### src/rtl/core_if_pkg.sv
// Shared core-interface types and defaults for the 6502 store path.
package core_if_pkg;

    localparam int CORE_DATA_W = 8;
    localparam int CORE_ADDR_W = 16;
    localparam int STQ_DEPTH   = 32;

    typedef struct packed {
        logic [CORE_ADDR_W-1:0] addr;
        logic [CORE_DATA_W-1:0] data;
    } store_entry_t;

    function automatic bit is_pow2(input int n);
        return (n >= 2) && ((n & (n - 1)) == 0);
    endfunction

endpackage

### src/rtl/store_fwd_match.sv
// Age-ordered store-to-load match: scans entries oldest to youngest so the
// youngest valid entry whose address equals lookup_addr supplies the data.
module store_fwd_match
    import core_if_pkg::*;
#(
    parameter int DEPTH  = STQ_DEPTH,
    parameter int ADDR_W = CORE_ADDR_W,
    parameter int DATA_W = CORE_DATA_W
) (
    input  logic [DEPTH-1:0]         valid,
    input  logic [ADDR_W-1:0]        entry_addr [DEPTH],
    input  logic [DATA_W-1:0]        entry_data [DEPTH],
    input  logic [$clog2(DEPTH)-1:0] rd_ptr,
    input  logic [ADDR_W-1:0]        lookup_addr,
    output logic                     hit,
    output logic [DATA_W-1:0]        data
);

    localparam int PTR_W = $clog2(DEPTH);

    logic [PTR_W-1:0] idx;

    always_comb begin
        hit  = 1'b0;
        data = '0;
        idx  = '0;
        for (int i = 0; i < DEPTH; i++) begin
            idx = rd_ptr + PTR_W'(i);
            if (valid[idx] && (entry_addr[idx] == lookup_addr)) begin
                hit  = 1'b1;
                data = entry_data[idx];
            end
        end
    end

endmodule

### src/rtl/store_write_buffer.sv
// Posted-write FIFO between the 6502 core and the memory decoder.
// Optional store-to-load forwarding is built when STORE_FWD_EN is defined.
module store_write_buffer
    import core_if_pkg::*;
#(
    parameter int DATA_W = CORE_DATA_W,
    parameter int ADDR_W = CORE_ADDR_W,
    parameter int DEPTH  = STQ_DEPTH
) (
    input  logic                       clk,
    input  logic                       rst,
    input  logic [DATA_W-1:0]          D,
    input  logic [ADDR_W-1:0]          addr,
    input  logic                       we,
    input  logic                       canWrite,
    input  logic                       flush,
    input  logic [ADDR_W-1:0]          lookupAddr,
    output logic [DATA_W-1:0]          Q,
    output logic [ADDR_W-1:0]          writeAddr,
    output logic                       writeOut,
    output logic [$clog2(DEPTH):0]     count,
    output logic                       full,
    output logic                       empty,
    output logic                       overflow,
    output logic                       fwdHit,
    output logic [DATA_W-1:0]          fwdData
);

    localparam int PTR_W = $clog2(DEPTH);
    localparam int CNT_W = PTR_W + 1;

    if (!is_pow2(DEPTH)) begin : g_bad_depth
        $error("store_write_buffer: DEPTH must be a power of 2 and >= 2");
    end

    typedef struct packed {
        logic [ADDR_W-1:0] addr;
        logic [DATA_W-1:0] data;
    } entry_t;

    entry_t           mem [DEPTH];
    logic [PTR_W-1:0] wr_ptr;
    logic [PTR_W-1:0] rd_ptr;
    logic             we_last;
    logic             push_req;
    logic             push_ok;
    logic             push_drop;
    logic             pop;

    assign empty     = (count == '0);
    assign full      = (count == CNT_W'(DEPTH));
    assign push_req  = we & ~we_last;
    assign pop       = canWrite & ~empty & ~flush;
    // When full, a push only fits if the head leaves in the same cycle.
    assign push_ok   = push_req & ~flush & (~full | pop);
    assign push_drop = push_req & ~flush & full & ~pop;

    assign writeOut  = pop;
    assign Q         = empty ? '0 : mem[rd_ptr].data;
    assign writeAddr = empty ? '0 : mem[rd_ptr].addr;

    always_ff @(posedge clk or posedge rst) begin
        if (rst) begin
            wr_ptr   <= '0;
            rd_ptr   <= '0;
            count    <= '0;
            overflow <= 1'b0;
            we_last  <= 1'b0;
        end else begin
            we_last <= we;
            if (flush) begin
                wr_ptr <= '0;
                rd_ptr <= '0;
                count  <= '0;
            end else begin
                if (push_ok) wr_ptr <= wr_ptr + 1'b1;
                if (pop)     rd_ptr <= rd_ptr + 1'b1;
                if (push_ok && !pop)      count <= count + 1'b1;
                else if (pop && !push_ok) count <= count - 1'b1;
                if (push_drop) overflow <= 1'b1;
            end
        end
    end

    always_ff @(posedge clk) begin
        if (push_ok) begin
            mem[wr_ptr].addr <= addr;
            mem[wr_ptr].data <= D;
        end
    end

`ifdef STORE_FWD_EN
    logic [DEPTH-1:0]  valid;
    logic [ADDR_W-1:0] ent_addr [DEPTH];
    logic [DATA_W-1:0] ent_data [DEPTH];

    always_ff @(posedge clk or posedge rst) begin
        if (rst) begin
            valid <= '0;
        end else if (flush) begin
            valid <= '0;
        end else begin
            // Set after clear: a full-queue push+pop reuses the same slot.
            if (pop)     valid[rd_ptr] <= 1'b0;
            if (push_ok) valid[wr_ptr] <= 1'b1;
        end
    end

    for (genvar g = 0; g < DEPTH; g++) begin : g_ent
        assign ent_addr[g] = mem[g].addr;
        assign ent_data[g] = mem[g].data;
    end

    store_fwd_match #(
        .DEPTH  (DEPTH),
        .ADDR_W (ADDR_W),
        .DATA_W (DATA_W)
    ) u_fwd (
        .valid       (valid),
        .entry_addr  (ent_addr),
        .entry_data  (ent_data),
        .rd_ptr      (rd_ptr),
        .lookup_addr (lookupAddr),
        .hit         (fwdHit),
        .data        (fwdData)
    );
`else
    logic unused_lookup;
    assign unused_lookup = ^lookupAddr;
    assign fwdHit        = 1'b0;
    assign fwdData       = '0;
`endif

endmodule

### config.mk
export PLATFORM = sky130hd
export DESIGN_NAME = store_write_buffer
export DESIGN_NICKNAME = d
export VERILOG_FILES = /design/src/rtl/core_if_pkg.sv /design/src/rtl/store_fwd_match.sv /design/src/rtl/store_write_buffer.sv
export SDC_FILE = /design/constraint.sdc
export NUM_CORES = 1
export LEC_CHECK = 0
export CAP_MARGIN = 20
export CORE_MARGIN = 2
export CORE_UTILIZATION = 40
export CTS_BUF_LIST = sky130_fd_sc_hd__clkbuf_16
export DETAILED_ROUTE_END_ITERATION = 16
export PLACE_DENSITY = 0.64
export SYNTH_ARGS = -nofsm -noshare
export SYNTH_HDL_FRONTEND = slang
export SYNTH_SLANG_ARGS = --single-unit
### constraint.sdc
create_clock -name clk -period 3.37 [get_ports clk]
set_input_delay 0.674 -clock clk [delete_from_list [all_inputs] [get_ports clk]]
set_output_delay 0.674 -clock clk [all_outputs]
set_load 0.01 [all_outputs]
Word level (Yosys, flattened, before mapping)
Memory sizes are Yosys's and may differ from the RTL's.
Cells that the tools add are included.
- register bits after elaboration: 18
- memory bits (writable): 768
- input bits: 45
- output and inout bits: 43
- logic and storage cells: 44
- memories: 1
- memory list (name ; depth ; width ; rd ports ; clocked after memory_dff ; wr ports ; line ; source):
    mem ; 32 ; 24 ; 1 ; 0 ; 1 ; store_write_buffer.sv:41 ; entry_t mem [DEPTH];
- add/subtract/negate cells: 4
- equal/unequal tests: 1
- mux-type cells: 11
- bitwise logic cells: 13
- reductions and logical operators: 9
- operator list (kind ; number):
    5-bit 2-to-1 mux ; 4
    6-bit 2-to-1 mux ; 3
    16-bit 2-to-1 mux ; 1
    5-bit by 1-bit adder with 5-bit output (second input constant) ; 2
    8-bit 2-to-1 mux ; 1
    1-bit bitwise AND ; 7
    6-bit by 1-bit adder with 6-bit output (second input constant) ; 1
    6-bit equality test (second input constant) ; 1
    6-bit zero test ; 1
    6-bit by 1-bit subtractor with 6-bit output (second input constant) ; 1
    1-bit NOT ; 5
    2-bit nonzero test ; 2
    3-bit nonzero test ; 1
    1-bit logical AND ; 2
    1-bit zero test ; 2
    1-bit 2-to-1 mux ; 2
    2-bit AND reduction ; 1
    1-bit OR ; 1

Longest topological paths before layout
Gate-level depths: netlist (run 1).
- depth after elaboration: 11
- mapped depth: 10
- gate-level depth less buffers: 10

Worst setup path before layout (run 1)
OpenSTA, ideal clock, no wires.
- kind: input -> register
- start point: in flush
- end point: mem mem[31][0] (netlist bit) (enable)
- library setup time: 405 ps
- arrival time: 2612 ps
- required time: 2965 ps
- setup slack: 353 ps
- cell stages on the path: 5
- buffers on the path: 1
- cell sequence: clkbuf_1 > nor2_1 > a21boi_2 > nand2_1 > nor2_1
- longest elaborated chain between the ends: 6
- elaborated cells between the ends (all ways): 7
- those cells by class: mux: 2; bitwise: 5
- RTL lines (element ; line ; source):
    start, declared ; store_write_buffer.sv:16 ; input logic flush,
    1-bit NOT (no source line) * ; - ;
    1-bit bitwise AND ; store_write_buffer.sv:53 ; assign pop = canWrite & ~empty & ~flush;
    1-bit OR ; store_write_buffer.sv:55 ; assign push_ok = push_req & ~flush & (~full | pop);
    1-bit bitwise AND * ; store_write_buffer.sv:55 ;
    1-bit 2-to-1 mux * ; store_write_buffer.sv:86 ; if (push_ok) begin
    1-bit 2-to-1 mux (implied by the code) * ; store_write_buffer.sv:88 ; mem[wr_ptr].data <= D;
    end, declared ; store_write_buffer.sv:41 ;
Mark *: on every way between the ends. The rest lies on a longest branch, timed or not.

Worst setup path in the final report (run 1)
- start point: reg rd_ptr[0]
- end point: out writeAddr[3]
- longest elaborated chain between the ends: 2
- RTL lines (element ; line ; source):
    start, declared ; store_write_buffer.sv:43 ; logic [PTR_W-1:0] rd_ptr;
    start signal, assigned ; store_write_buffer.sv:77 ; if (pop) rd_ptr <= rd_ptr + 1'b1;
    memory read 32 x 24 bit ; - ;
    16-bit 2-to-1 mux ; store_write_buffer.sv:60 ; assign writeAddr = empty ? '0 : mem[rd_ptr].addr;
    end, declared ; store_write_buffer.sv:19 ; output logic [ADDR_W-1:0] writeAddr,
No other way between the ends.

==> impl_metrics.json, run 1 <==
{
  "maxSlewHeadroom_pct": 27.1,
  "cts_buffer_depth": 3,
  "violations": "setup timing",
  "grtUsageTotal_pct": 18.3,
  "synth_area_leaders": "edfxtp_1 (75%), mux4_2 (16%), dfrtp_1 (1.5%)",
  "synth_common_cells": "edfxtp_1 (768), mux4_2 (216), nor2_1 (66), clkbuf_1 (32), a21oi_1 (28)",
  "yosys_most_used_dff": "edfxtp_1",
  "drive_above_1_share_pct": 37.6,
  "grt_pass1_vias": 15398,
  "antenna_found_initial": 2,
  "synthDistinctLibCells": 45,
  "seq_area_frac_synth_pct": 76.9,
  "status": "finished with violations",
  "dieArea_sq_mm": 0.0787,
  "drc": 0,
  "fmax_mhz": 275,
  "wl_per_cell_um": 26.6,
  "end_kind": "output port",
  "core_sq_mm": 0.0758,
  "dp_slack_ps": -19.3,
  "cp.required_ps": 2700,
  "wl_met3_mm": 5.18,
  "ys_warn_count": 0,
  "rsz0062_at_grt": "true",
  "top_layer_used": "met5",
  "cts_root_buf": "clkbuf_16",
  "viasPerCell": 5.59,
  "wirelength_met1_mm": 30.9,
  "arrival_ps": 2970,
  "grt_pass1_wl_mm": 104,
  "syn_area_sq_mm": 0.0306,
  "insertion_delay_ps": 630,
  "placed_area_sq_mm": 0.0339,
  "fin_area_sq_mm": 0.0372,
  "slew_viol_final": 0,
  "period_needed_ps": 3640,
  "vias": 14825,
  "post-route-period-util_pct": 108,
  "avgSynthCellArea_sq_um": 22.3,
  "grt_max_degree": 48,
  "port-buffer-count": 62,
  "start_util_pct": 40.3,
  "cap_violations": 0,
  "grt-ovfl-total": 0,
  "power_density_mw_per_mm2": 646,
  "synth_edf_count": 768,
  "finalHoldViolCount": 0,
  "fin_ws_ps": -273,
  "numClockSinks": 786,
  "async_reset_ff_share_pct": 2.29,
  "fin_nets": 1670,
  "clk_pin_slew_ps": 60,
  "synth_top_cell_by_area": "edfxtp_1",
  "postRouteAntennaNets": 0,
  "pin_count": 88,
  "die_w_um": 280,
  "hpwlAfterDp_mm": 40.7,
  "drtPass1Iterations": 5,
  "cts_htree_levels": 3,
  "critPathMaxFanout": 8,
  "vdd_drop_max_uv": 445,
  "cts_buffers": 79,
  "finalClockSkew_ps": 20.1,
  "synth_top_area_share_pct": 75.4,
  "hp-class": "in2async",
  "leakagePower_nw": 11.7,
  "ff2ff_path_depth": 10,
  "wl_mm": 70.5,
  "rows": 101,
  "setup_viol": 24,
  "area_delta_synth_final_pct": 21.7,
  "synth_seq_cells": 786,
  "die_h_um": 280,
  "tightest_slew_ps": 1090,
  "syn_inst": 1370,
  "drtIter0Drc": 1420,
  "route.met2.wl_mm": 33.1,
  "gp_congestion": 0.803,
  "yosysMostFrequentCell": "edfxtp_1",
  "start_kind": "flop",
  "worstSetupPathType": "reg2out",
  "cts_tree": "yes",
  "final_util_pct": 49.1
}
[cell usage in the layout, fill, tap and decap left out, drive strengths merged, types with 4 or more instances in the layout]
cell,count
nor2,66
dfrtp,18
xor2,9
mux4,216
nand2,22
ha,9
mux2i,24
o31ai,4
nand3,20
o22ai,7
a21oi,28
o21ai,22
conb,9
mux2,24
buf,194
clkinv,33
inv,36
clkdlybuf4s50,37
edfxtp,768
clkbuf,84
[cell families after synthesis]
kind of cell / share of synthesized area (%)
AO/OA/AOI/OAI: 1.35
adder cells (fa/ha/maj): 0.434
buffers and inverters: 1.57
multiplexers: 17.6
flip-flops: 76.9
XOR/XNOR: 0.287
other: 0.0123
AND/OR/NAND/NOR: 1.86
[stage by stage]
step | hold slack (ps) | setup TNS, ps | total power [mW] | instances
after floorplan | 512 | 0 | 13.6 | 1378
after global placement | 460 | -31.7 | 15.4 | 2470
after detailed placement | 484 | -19.3 | 15.4 | 2470
after CTS | 492 | -5200 | 24.1 | 2639
after global routing | 509 | -6040 | 25.0 | 2650
final | 491 | -4270 | 24.1 | 2650
[cell type report]
cell class | count | area [sq um]
Antenna cell | 1 | 2.50
Clock buffer | 81 | 2030
Clock inverter | 56 | 338
Fill cell | 6040 | 38600
Inverter | 18 | 77.6
Multi-Input combinational cell | 493 | 7190
Sequential cell | 786 | 23500
Tap cell | 978 | 1220
Timing Repair Buffer | 237 | 2830
[critical path, stage by stage (launching register included)]
cell and delay [ps]:
dfrtp_4 490, buf_12 160, buf_12 150, buf_12 130, buf_6 110, mux4_2 410, mux4_2 550, clkinv_2 80
o22ai_2 80, buf_2 180
[sequential cells by signal, indices dropped and copies added, names as in the netlist]
name,cells
count,6
wr_ptr,5
mem,768
we_last,1
overflow,1
rd_ptr,5
[where the power goes]
part           switching, mW  internal [mW]  leakage [nW]  total, mW
registers             0.0658           10.8          7.13       10.9
clock network           3.52           4.56          1.23       8.09
logic                   2.32           2.78          3.38       5.11
[routing by layer]
layer  vias up  global-route usage, %
li1       6205                      -
met1      7989                   26.6
met2       532                   28.3
met3        97                   4.10
met4         2                   4.46
met5         -                      0
[what timing repair did]
action	4_1_cts	5_1_grt
pin swaps	4	6
hold buffers	0	0
buffers inserted	26	11
endpoints found under the hold margin	0	0
gates cloned	6	2
gates resized for setup	183	36
endpoints found under the setup margin	25	25
[path summary, 6_finish.rpt]
path                                end      start  slack (ps)
max                        writeAddr[3]  rd_ptr[0]        -270
min                            overflow        rst         490
max reg2reg                    count[5]   count[4]         480
min reg2reg                    overflow   overflow         500
max in group asynchronous     rd_ptr[0]        rst        2310
min in group clk               overflow   overflow         500
(Power assumes the default switching activity.)
==> run 2: changes to the inputs <==
--- a/config.mk
+++ b/config.mk
@@ -10,7 +10,10 @@
 export CORE_UTILIZATION = 40
 export CTS_BUF_LIST = sky130_fd_sc_hd__clkbuf_16
 export DETAILED_ROUTE_END_ITERATION = 16
+export GPL_ROUTABILITY_DRIVEN = 0
+export GPL_TIMING_DRIVEN = 1
 export PLACE_DENSITY = 0.64
+export RECOVER_POWER = 25
 export SYNTH_ARGS = -nofsm -noshare
 export SYNTH_HDL_FRONTEND = slang
 export SYNTH_SLANG_ARGS = --single-unit
==> run 2 against run 1 <==
The run ends with capacitance limit, slew limit, setup timing left. Clock power about the same. Register-to-register slack about the same. Critical path depth unchanged. Combinational power about the same. Largest cell class unchanged. Highest routed layer unchanged.
==> impl_metrics.json, run 2 (synthesized netlist as in run 1, its figures left out) <==
{
  "slew_viol_final": 65,
  "cts_buffers": 79,
  "cap_violations": 2,
  "grtUsageTotal_pct": 18.3,
  "status": "finished with violations",
  "most-common-layout-cells": "edfxtp_1 (768), mux4_2 (216), buf_4 (93), clkbuf_16 (83), buf_12 (54)",
  "hp-class": "reg2reg",
  "port-buffer-count": 62,
  "clk_pin_slew_ps": 60,
  "fin_ws_ps": -272,
  "wl_mm": 70.4,
  "placed_area_sq_mm": 0.0339,
  "die_w_um": 280,
  "wl_per_cell_um": 26.6,
  "insertion_delay_ps": 630,
  "dieArea_sq_mm": 0.0787,
  "finalHoldViolCount": 0,
  "p_total_mw": 24.0,
  "critPathMaxFanout": 8,
  "final_cells": 2650,
  "arrival_ps": 2970,
  "cts_hold_buf": 0,
  "hpwlAfterDp_mm": 40.7,
  "post-route-period-util_pct": 108,
  "cp.required_ps": 2700,
  "dp_slack_ps": -19.3,
  "grt_pass1_vias": 15398,
  "worstSetupPathType": "reg2out",
  "pin_count": 88,
  "power_density_mw_per_mm2": 647,
  "fin_nets": 1670,
  "reg.largest.list": "mem (768), count (6)",
  "top_register": "mem",
  "drc": 0,
  "cts_buffer_depth": 3,
  "drtIter0Drc": 1474,
  "vdd_drop_max_uv": 446,
  "largest_reg_flops": 768,
  "area_delta_synth_final_pct": 21.5,
  "antenna_found_initial": 2,
  "fin_area_sq_mm": 0.0371,
  "finalClockSkew_ps": 21.5,
  "grt_max_degree": 48,
  "cts_htree_levels": 3,
  "leakagePower_nw": 11.7,
  "core_sq_mm": 0.0758,
  "numClockSinks": 786,
  "tightest_slew_ps": 1530,
  "final_common_cell": "edfxtp_1",
  "cts_root_buf": "clkbuf_16",
  "vias": 14837,
  "viasPerCell": 5.60,
  "end_kind": "output port",
  "violations": "capacitance limit, slew limit, setup timing",
  "place_inst": 2470,
  "drive_above_1_share_pct": 37.2,
  "cts_tree": "yes",
  "postRouteAntennaNets": 0,
  "start_util_pct": 40.3,
  "fmax_mhz": 275,
  "maxSlewHeadroom_pct": -2.28,
  "start_kind": "flop",
  "grt-ovfl-total": 0,
  "rsz0062_at_grt": "true",
  "ff2ff_path_depth": 10,
  "setup_viol": 24,
  "drtPass1Iterations": 5,
  "period_needed_ps": 3640,
  "fill_cells": 6054,
  "grt_pass1_wl_mm": 104,
  "hold-path-cell-count": 1,
  "die_h_um": 280,
  "rows": 101
}
[run 2: cell types whose count changed in the layout (fill, tap and decap cells not counted), sizes merged]
cell / change
dlygate4sd3: +14
clkbuf: +7
clkdlybuf4s50: -14
buf: -7
[run 2: worst paths after layout]
check / end / slack (ps) / startpoint
max reg2reg: count[5] / 480 / count[4]
min in group asynchronous: overflow / 630 / rst
min reg2reg: overflow / 500 / overflow
max in group asynchronous: rd_ptr[0] / 2170 / rst
max: writeAddr[3] / -270 / rd_ptr[0]
min: overflow / 500 / overflow
[run 2: through the flow]
| step | TNS [ps] | hold slack (ps) | util, % |
|---|---|---|---|
| 2_1_floorplan | 0 | 512 | - |
| 3_3_place_gp | -31.7 | 460 | 44.7 |
| 3_5_place_dp | -19.3 | 484 | 44.7 |
| 4_1_cts | -5200 | 492 | 48.8 |
| 5_1_grt | -6040 | 509 | 49.0 |
| 6_report | -4210 | 501 | 49.0 |
[run 2: layout make-up]
class / instances / area, sq um / area share, %
Antenna cell: 1 / 2.50 / 0.00674
Clock buffer: 81 / 2030 / 5.46
Clock inverter: 56 / 338 / 0.909
Inverter: 18 / 77.6 / 0.209
Multi-Input combinational cell: 493 / 7190 / 19.4
Sequential cell: 786 / 23500 / 63.3
Tap cell: 978 / 1220 / 3.29
Timing Repair Buffer: 237 / 2760 / 7.42
[run 2: layer usage]
metal,track usage [%],vias to the layer above,part of all wire (%)
met4,4.46,2,1.8
met1,26.6,8020,44
met5,0,-,0.018
met3,4.10,94,7.0
met2,28.3,515,47
li1,-,6206,-
[run 2: power breakdown]
group	switching [mW]	internal, mW	total, mW	leakage, nW
clock network	3.52	4.56	8.08	1.23
logic	2.33	2.77	5.10	3.34
registers	0.0659	10.8	10.9	7.13
[run 2: repair_timing]
item | CTS | global route
gates resized for setup | 183 | 36
buffers inserted | 26 | 11
endpoints found under the setup margin | 25 | 25
cloned | 6 | 2
pin swaps | 4 | 6
hold endpoints to repair | 0 | 0
[run 2: worst max-delay path: stages (launching register included)]
cell and delay (ps):
dfrtp_4 490, buf_12 160, buf_12 150, buf_12 130
buf_6 110, mux4_2 410, mux4_2 550, clkinv_2 80
o22ai_2 80, buf_2 180
==> run 3: changes to the inputs <==
--- a/config.mk
+++ b/config.mk
@@ -6,13 +6,15 @@
 export NUM_CORES = 1
 export LEC_CHECK = 0
 export CAP_MARGIN = 20
+export CELL_PAD_IN_SITES_DETAIL_PLACEMENT = 1
+export CELL_PAD_IN_SITES_GLOBAL_PLACEMENT = 2
 export CORE_MARGIN = 2
 export CORE_UTILIZATION = 40
 export CTS_BUF_LIST = sky130_fd_sc_hd__clkbuf_16
 export DETAILED_ROUTE_END_ITERATION = 16
 export GPL_ROUTABILITY_DRIVEN = 0
 export GPL_TIMING_DRIVEN = 1
-export PLACE_DENSITY = 0.64
+export PLACE_DENSITY = 0.74
 export RECOVER_POWER = 25
 export SYNTH_ARGS = -nofsm -noshare
 export SYNTH_HDL_FRONTEND = slang
==> run 3 against run 2 <==
The run ends with setup timing left. First-iteration DRC count rose by 13%. Sequential power barely moved. Via count rose by 2.7%. Wire length rose by 12%. Cell count rose by 0.19%. Sequential share of layout area fell by 0.18 points. Clock power rose by 2%. Worst setup slack improved by 12 ps. Power rose by 1.6%. Critical path depth fell by 1. Die area did not move. Critical endpoint is now writeAddr[7].
==> impl_metrics.json, run 3 (synthesized netlist as in run 1, its figures left out) <==
{
  "cts_hold_buf": 0,
  "dieArea_sq_mm": 0.0787,
  "core_sq_mm": 0.0758,
  "hp-start": "overflow",
  "critical-path-slowest-cell": "mux4_2",
  "wl_per_cell_um": 29.6,
  "period_needed_ps": 3630,
  "worstSetupPathType": "reg2out",
  "vdd_drop_max_uv": 504,
  "drtIter0Drc": 1660,
  "start_util_pct": 40.3,
  "cts_tree": "yes",
  "dp_slack_ps": -157,
  "drc": 0,
  "cap_violations": 0,
  "hold_ws_ps": 492,
  "grtUsageMet3_pct": 4.68,
  "grtUsageTotal_pct": 20.4,
  "arrival_ps": 2960,
  "status": "finished with violations",
  "setup_viol": 24,
  "min_to": "overflow",
  "crit_path_frequent_cell": "buf_12",
  "power_density_mw_per_mm2": 656,
  "postRouteAntennaNets": 0,
  "grt_max_degree": 41,
  "violations": "setup timing",
  "pin_count": 88,
  "maxSlewHeadroom_pct": 2.39,
  "rows": 101,
  "rsz0062_at_grt": "true",
  "vias": 15237,
  "cts_htree_levels": 3,
  "drtPass1Iterations": 5,
  "viasPerCell": 5.74,
  "antenna_found_initial": 2,
  "post-route-period-util_pct": 108,
  "leakagePower_nw": 11.7,
  "hpwlAfterDp_mm": 45.0,
  "r2r-start": "count[4]",
  "grt_pass1_vias": 16107,
  "slew_viol_final": 0,
  "critPathMaxFanout": 8,
  "wl_mm": 78.6,
  "final_common_cell": "edfxtp_1",
  "largest_reg_flops": 768,
  "cts_buffer_depth": 3,
  "reg.largest.list": "mem (768), count (6)",
  "grt_pass1_wl_mm": 114,
  "r2r-end": "count[5]",
  "numClockSinks": 786,
  "area_delta_synth_final_pct": 21.9,
  "clk_pin_slew_ps": 60,
  "fin_area_sq_mm": 0.0373,
  "cts_root_buf": "clkbuf_16",
  "busiest_layer": "met2",
  "final_util_pct": 49.1,
  "slowest_delay_ps": 550,
  "grt-ovfl-total": 0,
  "insertion_delay_ps": 620,
  "cp.required_ps": 2700,
  "tightest_slew_ps": 1460,
  "port-buffer-count": 62,
  "fin_nets": 1678,
  "rrSetupSlack_ps": 410,
  "fmax_mhz": 275,
  "hp-class": "reg2reg",
  "die_h_um": 280,
  "top_register": "mem",
  "finalClockSkew_ps": 22.7,
  "cts_buffers": 79,
  "die_w_um": 280,
  "antenna_cells": 0,
  "crit_chain": "buf_12, buf_12, buf_12, mux4_2, mux4_2, clkinv_4, o22ai_4, buf_6",
  "most-common-layout-cells": "edfxtp_1 (768), mux4_2 (216), buf_4 (102), clkbuf_16 (81), buf_12 (41)",
  "drive_above_1_share_pct": 37.9,
  "use_met1_pct": 28.3,
  "use_met2_pct": 32.7,
  "end_kind": "output port",
  "start_kind": "flop",
  "placed_area_sq_mm": 0.0336,
  "fin_ws_ps": -261,
  "finalHoldViolCount": 0,
  "hold-path-cell-count": 1,
  "ff2ff_path_depth": 11,
  "p_total_mw": 24.4
}
==> run 3: changes by cell type in the layout (fill, tap and decap cells not counted), moves of 8 or more <==
cell,before,now
buf_12,54,41
clkinv_1,20,28
buf_4,93,102
inv_1,32,22
buf_16,5,13
==> run 3: timing repair <==
item                       in CTS  in global routing
gates cloned                    9                  1
setup buffers                  29                 13
pin swaps                       6                  7
gates resized for setup       228                 19
setup endpoints to repair      25                 25
==> run 3: worst max-delay path by stage <==
stage	cells past startpoint	slack, ps	start	endpoint
2_1_floorplan	5	350	flush	mem[31][0]
3_3_place_gp	7	-140	rd_ptr[0]	Q[3]
3_5_place_dp	7	-160	rd_ptr[0]	Q[3]
4_1_cts	8	-300	rd_ptr[0]	writeAddr[7]
5_1_grt	8	-330	rd_ptr[0]	writeAddr[10]
6_report	8	-260	rd_ptr[0]	writeAddr[7]
==> run 3: layout make-up <==
cell class / count / area [sq um]
clock buffer: 80 / 2000
clock inverter: 55 / 382
fill: 6742 / 38600
inverter: 18 / 77.6
multi-input combinational: 493 / 7260
sequential: 786 / 23500
tap: 978 / 1220
timing repair buffer: 245 / 2780
==> run 3: report_power, final <==
part	internal, mW	switching, mW
logic	2.85	2.43
registers	10.8	0.0618
clock network	4.67	3.61
==> run 3: worst max-delay path: cells and delay by family (launching register included) <==
family	cells	cell delay (ps)
flops	1	440
buf+inv	5	750
mux	2	1050
compound gates	1	70
==> run 3: per-layer routing <==
layer  wire (um)  share of wire (%)
met5          27              0.034
met4        1870                2.4
met3        6260                8.0
met2       38200                 49
met1       32200                 41
==> run 3: metrics by stage <==
stage          std cells  TNS (ps)
2_1_floorplan       1378         0
3_3_place_gp        2458      -867
3_5_place_dp        2458      -858
4_1_cts             2631     -5460
5_1_grt             2655     -6460
6_report            2655     -4400
